===== src/rtl/bcd_byte_sequencer_if.sv =====
// Handshake/bus bundle for bcd_byte_sequencer.
// The optional abort input exists only when SEQ_ABORT_EN is defined.
interface bcd_byte_sequencer_if #(
  parameter int NUM_BYTES = 16
);
  localparam int IDXW = (NUM_BYTES > 1) ? $clog2(NUM_BYTES) : 1;

  logic                   start;
  logic [8*NUM_BYTES-1:0] block_in;
  logic                   busy;
  logic [11:0]            bcd_out;
  logic [IDXW-1:0]        byte_idx;
  logic                   out_valid;
  logic                   out_ready;
  logic                   done;
`ifdef SEQ_ABORT_EN
  logic                   abort;

  modport master (
    output start, block_in, out_ready, abort,
    input  busy, bcd_out, byte_idx, out_valid, done
  );

  modport slave (
    input  start, block_in, out_ready, abort,
    output busy, bcd_out, byte_idx, out_valid, done
  );
`else
  modport master (
    output start, block_in, out_ready,
    input  busy, bcd_out, byte_idx, out_valid, done
  );

  modport slave (
    input  start, block_in, out_ready,
    output busy, bcd_out, byte_idx, out_valid, done
  );
`endif
endinterface


===== src/rtl/bcd_byte_sequencer.sv =====
// bcd_byte_sequencer: latches a block of bytes and converts each byte to
// 3-digit BCD using one shared shift-and-add-3 datapath (one bit per clock),
// streaming results over a valid/ready handshake.
// Optional feature macro: SEQ_ABORT_EN (adds an abort input on the interface).
module bcd_byte_sequencer #(
  parameter int NUM_BYTES = 16,
  parameter int MSB_FIRST = 1
) (
  input logic             clk,
  input logic             rst,
  bcd_byte_sequencer_if.slave bus
);
  localparam int IDXW = (NUM_BYTES > 1) ? $clog2(NUM_BYTES) : 1;

  typedef enum logic [2:0] {
    S_IDLE  = 3'd0,
    S_LOAD  = 3'd1,
    S_SHIFT = 3'd2,
    S_OUT   = 3'd3,
    S_DONE  = 3'd4
  } state_t;

  // Carry-free digit correction: a nibble above 4 will exceed 9 after the
  // next doubling, so pre-add 3 to keep it a valid decimal digit.
  function automatic logic [3:0] add3_if_big(input logic [3:0] nib);
    return (nib > 4'd4) ? (nib + 4'd3) : nib;
  endfunction

  state_t                 state_r;
  logic [8*NUM_BYTES-1:0] shadow_r;
  logic [7:0]             cur_byte_r;
  logic [11:0]            scratch_r;
  logic [2:0]             bit_cnt_r;
  logic [IDXW-1:0]        byte_idx_r;
  logic [11:0]            bcd_out_r;
  logic                   busy_r;
  logic                   out_valid_r;
  logic                   done_r;

  logic [7:0]             sel_byte_s;
  logic [11:0]            shifted_s;
  logic [11:0]            next_scratch_s;
  logic                   abort_s;

`ifdef SEQ_ABORT_EN
  assign abort_s = bus.abort;
`else
  assign abort_s = 1'b0;
`endif

  assign bus.busy      = busy_r;
  assign bus.bcd_out   = bcd_out_r;
  assign bus.byte_idx  = byte_idx_r;
  assign bus.out_valid = out_valid_r;
  assign bus.done      = done_r;

  // Pick the shadow byte addressed by byte_idx, honouring byte ordering.
  always_comb begin
    sel_byte_s = 8'h00;
    for (int k = 0; k < NUM_BYTES; k++) begin
      sel_byte_s = (byte_idx_r == IDXW'(k))
                 ? ((MSB_FIRST != 0) ? shadow_r[8*(NUM_BYTES-1-k) +: 8]
                                     : shadow_r[8*k +: 8])
                 : sel_byte_s;
    end
  end

  // One shift-and-add-3 iteration; the final bit is shifted without correction.
  always_comb begin
    shifted_s = {scratch_r[10:0], cur_byte_r[3'd7 - bit_cnt_r]};
    if (bit_cnt_r != 3'd7) begin
      next_scratch_s = {add3_if_big(shifted_s[11:8]),
                        add3_if_big(shifted_s[7:4]),
                        add3_if_big(shifted_s[3:0])};
    end else begin
      next_scratch_s = shifted_s;
    end
  end

  // Sequencer FSM with registered outputs; reset and abort take priority.
  always_ff @(posedge clk) begin
    if (rst) begin
      state_r     <= S_IDLE;
      shadow_r    <= '0;
      cur_byte_r  <= 8'h00;
      scratch_r   <= 12'h000;
      bit_cnt_r   <= 3'd0;
      byte_idx_r  <= '0;
      bcd_out_r   <= 12'h000;
      busy_r      <= 1'b0;
      out_valid_r <= 1'b0;
      done_r      <= 1'b0;
    end else if (abort_s && (state_r != S_IDLE)) begin
      state_r     <= S_IDLE;
      busy_r      <= 1'b0;
      out_valid_r <= 1'b0;
      done_r      <= 1'b0;
    end else begin
      case (state_r)
        S_IDLE: begin
          if (bus.start) begin
            shadow_r   <= bus.block_in;
            byte_idx_r <= '0;
            busy_r     <= 1'b1;
            state_r    <= S_LOAD;
          end else begin
            busy_r     <= 1'b0;
          end
        end
        S_LOAD: begin
          scratch_r  <= 12'h000;
          cur_byte_r <= sel_byte_s;
          bit_cnt_r  <= 3'd0;
          state_r    <= S_SHIFT;
        end
        S_SHIFT: begin
          scratch_r <= next_scratch_s;
          bit_cnt_r <= bit_cnt_r + 3'd1;
          if (bit_cnt_r == 3'd7) begin
            bcd_out_r   <= next_scratch_s;
            out_valid_r <= 1'b1;
            state_r     <= S_OUT;
          end else begin
            state_r     <= S_SHIFT;
          end
        end
        S_OUT: begin
          if (bus.out_ready) begin
            out_valid_r <= 1'b0;
            if (byte_idx_r == IDXW'(NUM_BYTES-1)) begin
              done_r  <= 1'b1;
              state_r <= S_DONE;
            end else begin
              byte_idx_r <= byte_idx_r + IDXW'(1);
              state_r    <= S_LOAD;
            end
          end else begin
            out_valid_r <= 1'b1;
          end
        end
        S_DONE: begin
          done_r  <= 1'b0;
          busy_r  <= 1'b0;
          state_r <= S_IDLE;
        end
        default: begin
          state_r     <= S_IDLE;
          busy_r      <= 1'b0;
          out_valid_r <= 1'b0;
          done_r      <= 1'b0;
        end
      endcase
    end
  end
endmodule


===== src/flat_wrapper.sv =====
// flat-port wrapper written by rule: the top's interface ports become plain ports
module bcd_byte_sequencer_flat 
#(
  parameter int NUM_BYTES = 16,
  parameter int MSB_FIRST = 1
)
  (clk, rst, bus_start, bus_block_in, bus_out_ready, bus_busy, bus_bcd_out, bus_byte_idx, bus_out_valid, bus_done);
  bcd_byte_sequencer_if #(.NUM_BYTES(NUM_BYTES)) bus_i ();
  input logic clk;
  input logic rst;
  input wire logic [$bits(bus_i.start)-1:0] bus_start;
  input wire logic [$bits(bus_i.block_in)-1:0] bus_block_in;
  input wire logic [$bits(bus_i.out_ready)-1:0] bus_out_ready;
  output wire logic [$bits(bus_i.busy)-1:0] bus_busy;
  output wire logic [$bits(bus_i.bcd_out)-1:0] bus_bcd_out;
  output wire logic [$bits(bus_i.byte_idx)-1:0] bus_byte_idx;
  output wire logic [$bits(bus_i.out_valid)-1:0] bus_out_valid;
  output wire logic [$bits(bus_i.done)-1:0] bus_done;
  assign bus_i.start = bus_start;
  assign bus_i.block_in = bus_block_in;
  assign bus_i.out_ready = bus_out_ready;
  assign bus_busy = bus_i.busy;
  assign bus_bcd_out = bus_i.bcd_out;
  assign bus_byte_idx = bus_i.byte_idx;
  assign bus_out_valid = bus_i.out_valid;
  assign bus_done = bus_i.done;
  bcd_byte_sequencer #(.NUM_BYTES(NUM_BYTES), .MSB_FIRST(MSB_FIRST)) u_core (.clk(clk), .rst(rst), .bus(bus_i));
endmodule

===== config.mk =====
export PLATFORM = sky130hd
export DESIGN_NAME = bcd_byte_sequencer_flat
export DESIGN_NICKNAME = d
export VERILOG_FILES = /design/src/rtl/bcd_byte_sequencer_if.sv /design/src/rtl/bcd_byte_sequencer.sv /design/src/flat_wrapper.sv
export SDC_FILE = /design/constraint.sdc
export NUM_CORES = 1
export LEC_CHECK = 0
export BUFFER_PORTS_ARGS = -buffer_cell sky130_fd_sc_hd__clkbuf_2
export CAP_MARGIN = 40
export CORE_MARGIN = 10
export CORE_UTILIZATION = 60
export CTS_CLUSTER_DIAMETER = 80
export DETAILED_ROUTE_END_ITERATION = 16
export PLACE_DENSITY = 0.85
export SLEW_MARGIN = 20
export SYNTH_ARGS = -nofsm -noshare
export SYNTH_HDL_FRONTEND = slang
export SYNTH_SLANG_ARGS = --single-unit

===== constraint.sdc =====
create_clock -name clk -period 3.9 [get_ports clk]
set_clock_uncertainty 0.05 [all_clocks]
set_input_delay 0.78 -clock clk [delete_from_list [all_inputs] [get_ports clk]]
set_output_delay 0.78 -clock clk [all_outputs]
set_load 0.01 [all_outputs]

==> flow_summary.ini <==
[status]
status = complete, no violations

[power]
ir_worst_vdd_uv = 297
p_comb_share_pct = 13.1
internal_power_uw = 3140
clockPowerShare_pct = 40.9
total_power_uw = 4250
p_leak_uw = 0.00362
power_density_nw_per_um2 = 456
power_switching_uw = 1110
switching_share_pct = 26.2
power_frac_seq_pct = 46.0

[clocking]
clkLatencyLatePin_ps = 430
path_clk_slew_ps = 60
postCtsHoldBufs = 0
clock_tree.root_cell = clkbuf_16
cts_resized = 0
htree_num_levels = 4
cts_setup_buffers = 0
numCtsBuffers = 17
tritoncts = done
cts_buffer_depth = 2
numClockSinks = 172

[placed_design]
portBuffers = 150
place_ws_ps = 1180
dp_hpwl_mm = 15.9
gp_congestion = 0.940
dp_cells = 1297

[detailed_routing]
totalWireLength_mm = 22.5
drc = 0
top_layer_used = met4
wl_met3_mm = 1.81
wl_met1_mm = 9.67
vias = 7695
drtAntennaViolNets = 0
viasPerCell = 5.78
drtIter0Drc = 892
wl_per_cell_um = 16.9
firstDrtPassIters = 5
wl_met2_mm = 10.5

[critical_path]
start_kind = flip-flop
ff2ff_path_depth = 6
crit_type = reg -> reg
path_max_fanout = 26
critPathCaptureType = flip-flop
cp_data_arrival_time_ps = 3170
required_ps = 4200

[min_path]
min_path_cells = 2
hold_path.class = reg -> reg

[sta]
period_minus_slack_ps = 2860
rsz0062_at_grt = no
slew_viol_final = 0
final-hold-violation-count = 0
whs_ps = 398
worst_pin_slew_ps = 834
setup_slack_ps = 1040
max-slew-margin-rel_pct = 44.4
tns_ps = 0
report.final.setup_viol = 0
fmax_mhz = 349
period_share_pct = 73.4

[logic_synthesis]
synthFlopType = dfxtp_1
ys_warn_count = 0
seq_area_frac_synth_pct = 43.4
syn-num-nets = 1191
postSynthCellCount = 1050
synth.distinct_cells = 58
synthesis.area_um2 = 7930
async_reset_ff_share_pct = 0
ys_ff_latch = 172
syn_area_per_cell_um2 = 7.55
synth_edf_count = 0

[floorplan]
initial_core_util_pct = 62.0
rows = 41
die_x_um = 135
die_y_um = 135
fp.coreArea_um2 = 12800
ios = 151
die_area_um2 = 18200

[final_layout]
syn2layout_area_growth_pct = 17.7
register_area_um2 = 3440
drive_gt1_share_pct = 17.5
fin_cells = 1332
n_fill_cell = 1049
antenna_cells = 0
multi_input_area_um2 = 4070
nNetsFinal = 1288

[global_route]
grt_max_degree = 83
grtUsageTotal_pct = 24.0
grt_pass1_vias = 7265
antenna_found_initial = 0
grt_pass1_wl_mm = 36.0
overflow = 0

[job]
drv_cap = 0
## through the flow
| step | utilization (%) | cell area (µm²) |
|---|---|---|
| floorplan | - | 7930 |
| global placement | 67.8 | 8660 |
| detailed placement | 67.8 | 8660 |
| CTS | 72.6 | 9270 |
| global route | 73.0 | 9320 |
| finish | 73.0 | 9320 |
## sequential cells by signal, summed over array words and instances, names as in the netlist
register              flops
u_core.cur_byte_r         8
u_core.bus.bcd_out       12
u_core.bit_cnt_r          3
u_core.bus.busy           1
u_core.bus.out_valid      1
u_core.shadow_r         128
u_core.scratch_r         11
u_core.bus.byte_idx       4
u_core.bus.done           1
u_core.state_r            3
## worst max-delay path, stage by stage (launching register included)
cell and delay (ps):
dfxtp_1 430, ha_1 520, clkinv_1 740, a31oi_1 400, a31oi_1 60, a311o_1 370
a32oi_1 200
## final timing paths
kind,slack [ps],to,startpoint
hold / removal,400,u_core.bus.out_valid,u_core.bus.out_valid
setup reg to reg,1040,u_core.cur_byte_r[2],u_core.bus.byte_idx[0]
setup / recovery,1040,u_core.cur_byte_r[2],u_core.bus.byte_idx[0]
hold reg to reg,400,u_core.bus.out_valid,u_core.bus.out_valid
## cell usage after synthesis (8+ instances only)
| master | instances | area share, % |
|---|---|---|
| nor3_1 | 9 | 0.57 |
| buf_2 | 21 | 1.3 |
| a22oi_1 | 9 | 0.85 |
| nor2_1 | 58 | 2.7 |
| a2bb2oi_1 | 15 | 1.7 |
| clkbuf_1 | 56 | 2.7 |
| dfxtp_1 | 172 | 43 |
| o22ai_1 | 14 | 1.1 |
| o21ai_0 | 38 | 2.4 |
| ha_1 | 9 | 1.4 |
| a211oi_1 | 15 | 1.4 |
| a31oi_1 | 15 | 1.2 |
| nand2_1 | 274 | 13 |
| a21oi_1 | 191 | 12 |
| nand3_1 | 10 | 0.63 |
| inv_1 | 24 | 1.1 |
| and3_1 | 8 | 0.63 |
| mux2i_1 | 9 | 1.1 |
| nand2b_1 | 10 | 0.79 |
## cell type report
class / instances / area share [%]
Sequential cell: 172 / 36.9
Timing Repair Buffer: 161 / 9.53
Inverter: 25 / 1.01
Multi-Input combinational cell: 770 / 43.7
Tap cell: 172 / 2.31
Clock buffer: 22 / 5.09
Clock inverter: 10 / 1.49
## power groups by stage
stage / Combinational, µW / Clock [µW] / Sequential (µW)
6_report: 557 / 1740 / 1950
4_1_cts: 544 / 1740 / 1950
5_1_grt: 626 / 1820 / 1960
3_5_place_dp: 538 / 0 / 1990
2_1_floorplan: 380 / 0 / 1950
3_3_place_gp: 530 / 0 / 1980
## logic make-up (layout without fill, tap and decap cells)
group | Yosys count | after routing | share of synthesized area, %
buffers and inverters | 108 | 218 | 5.45
adder cells (fa/ha/maj) | 9 | 9 | 1.42
AO/OA/AOI/OAI | 341 | 341 | 25.5
flip-flops | 172 | 172 | 43.4
XOR/XNOR | 6 | 6 | 0.663
AND/OR/NAND/NOR | 399 | 399 | 21.0
multiplexers | 15 | 15 | 2.46
## routing by layer
metal	vias to the layer above	global-route usage (%)
li1	3819	-
met1	3519	30.8
met2	316	37.6
met3	41	6.27
met4	0	9.63
met5	-	0
## layout by cell type, fill, tap and decap left out, types with 10 or more instances in the layout
| master | netlist | final |
|---|---|---|
| a211oi_1 | 15 | 15 |
| a21oi_1 | 191 | 191 |
| a2bb2oi_1 | 15 | 15 |
| a31oi_1 | 15 | 15 |
| clkbuf_16 | 0 | 17 |
| clkbuf_2 | 0 | 149 |
| dfxtp_1 | 172 | 172 |
| inv_1 | 24 | 24 |
| nand2_1 | 274 | 274 |
| nand2b_1 | 10 | 10 |
| nor2_1 | 58 | 57 |
| o21ai_0 | 38 | 38 |
| o22ai_1 | 14 | 14 |
Note: power is estimated with default switching activity, not from simulation.
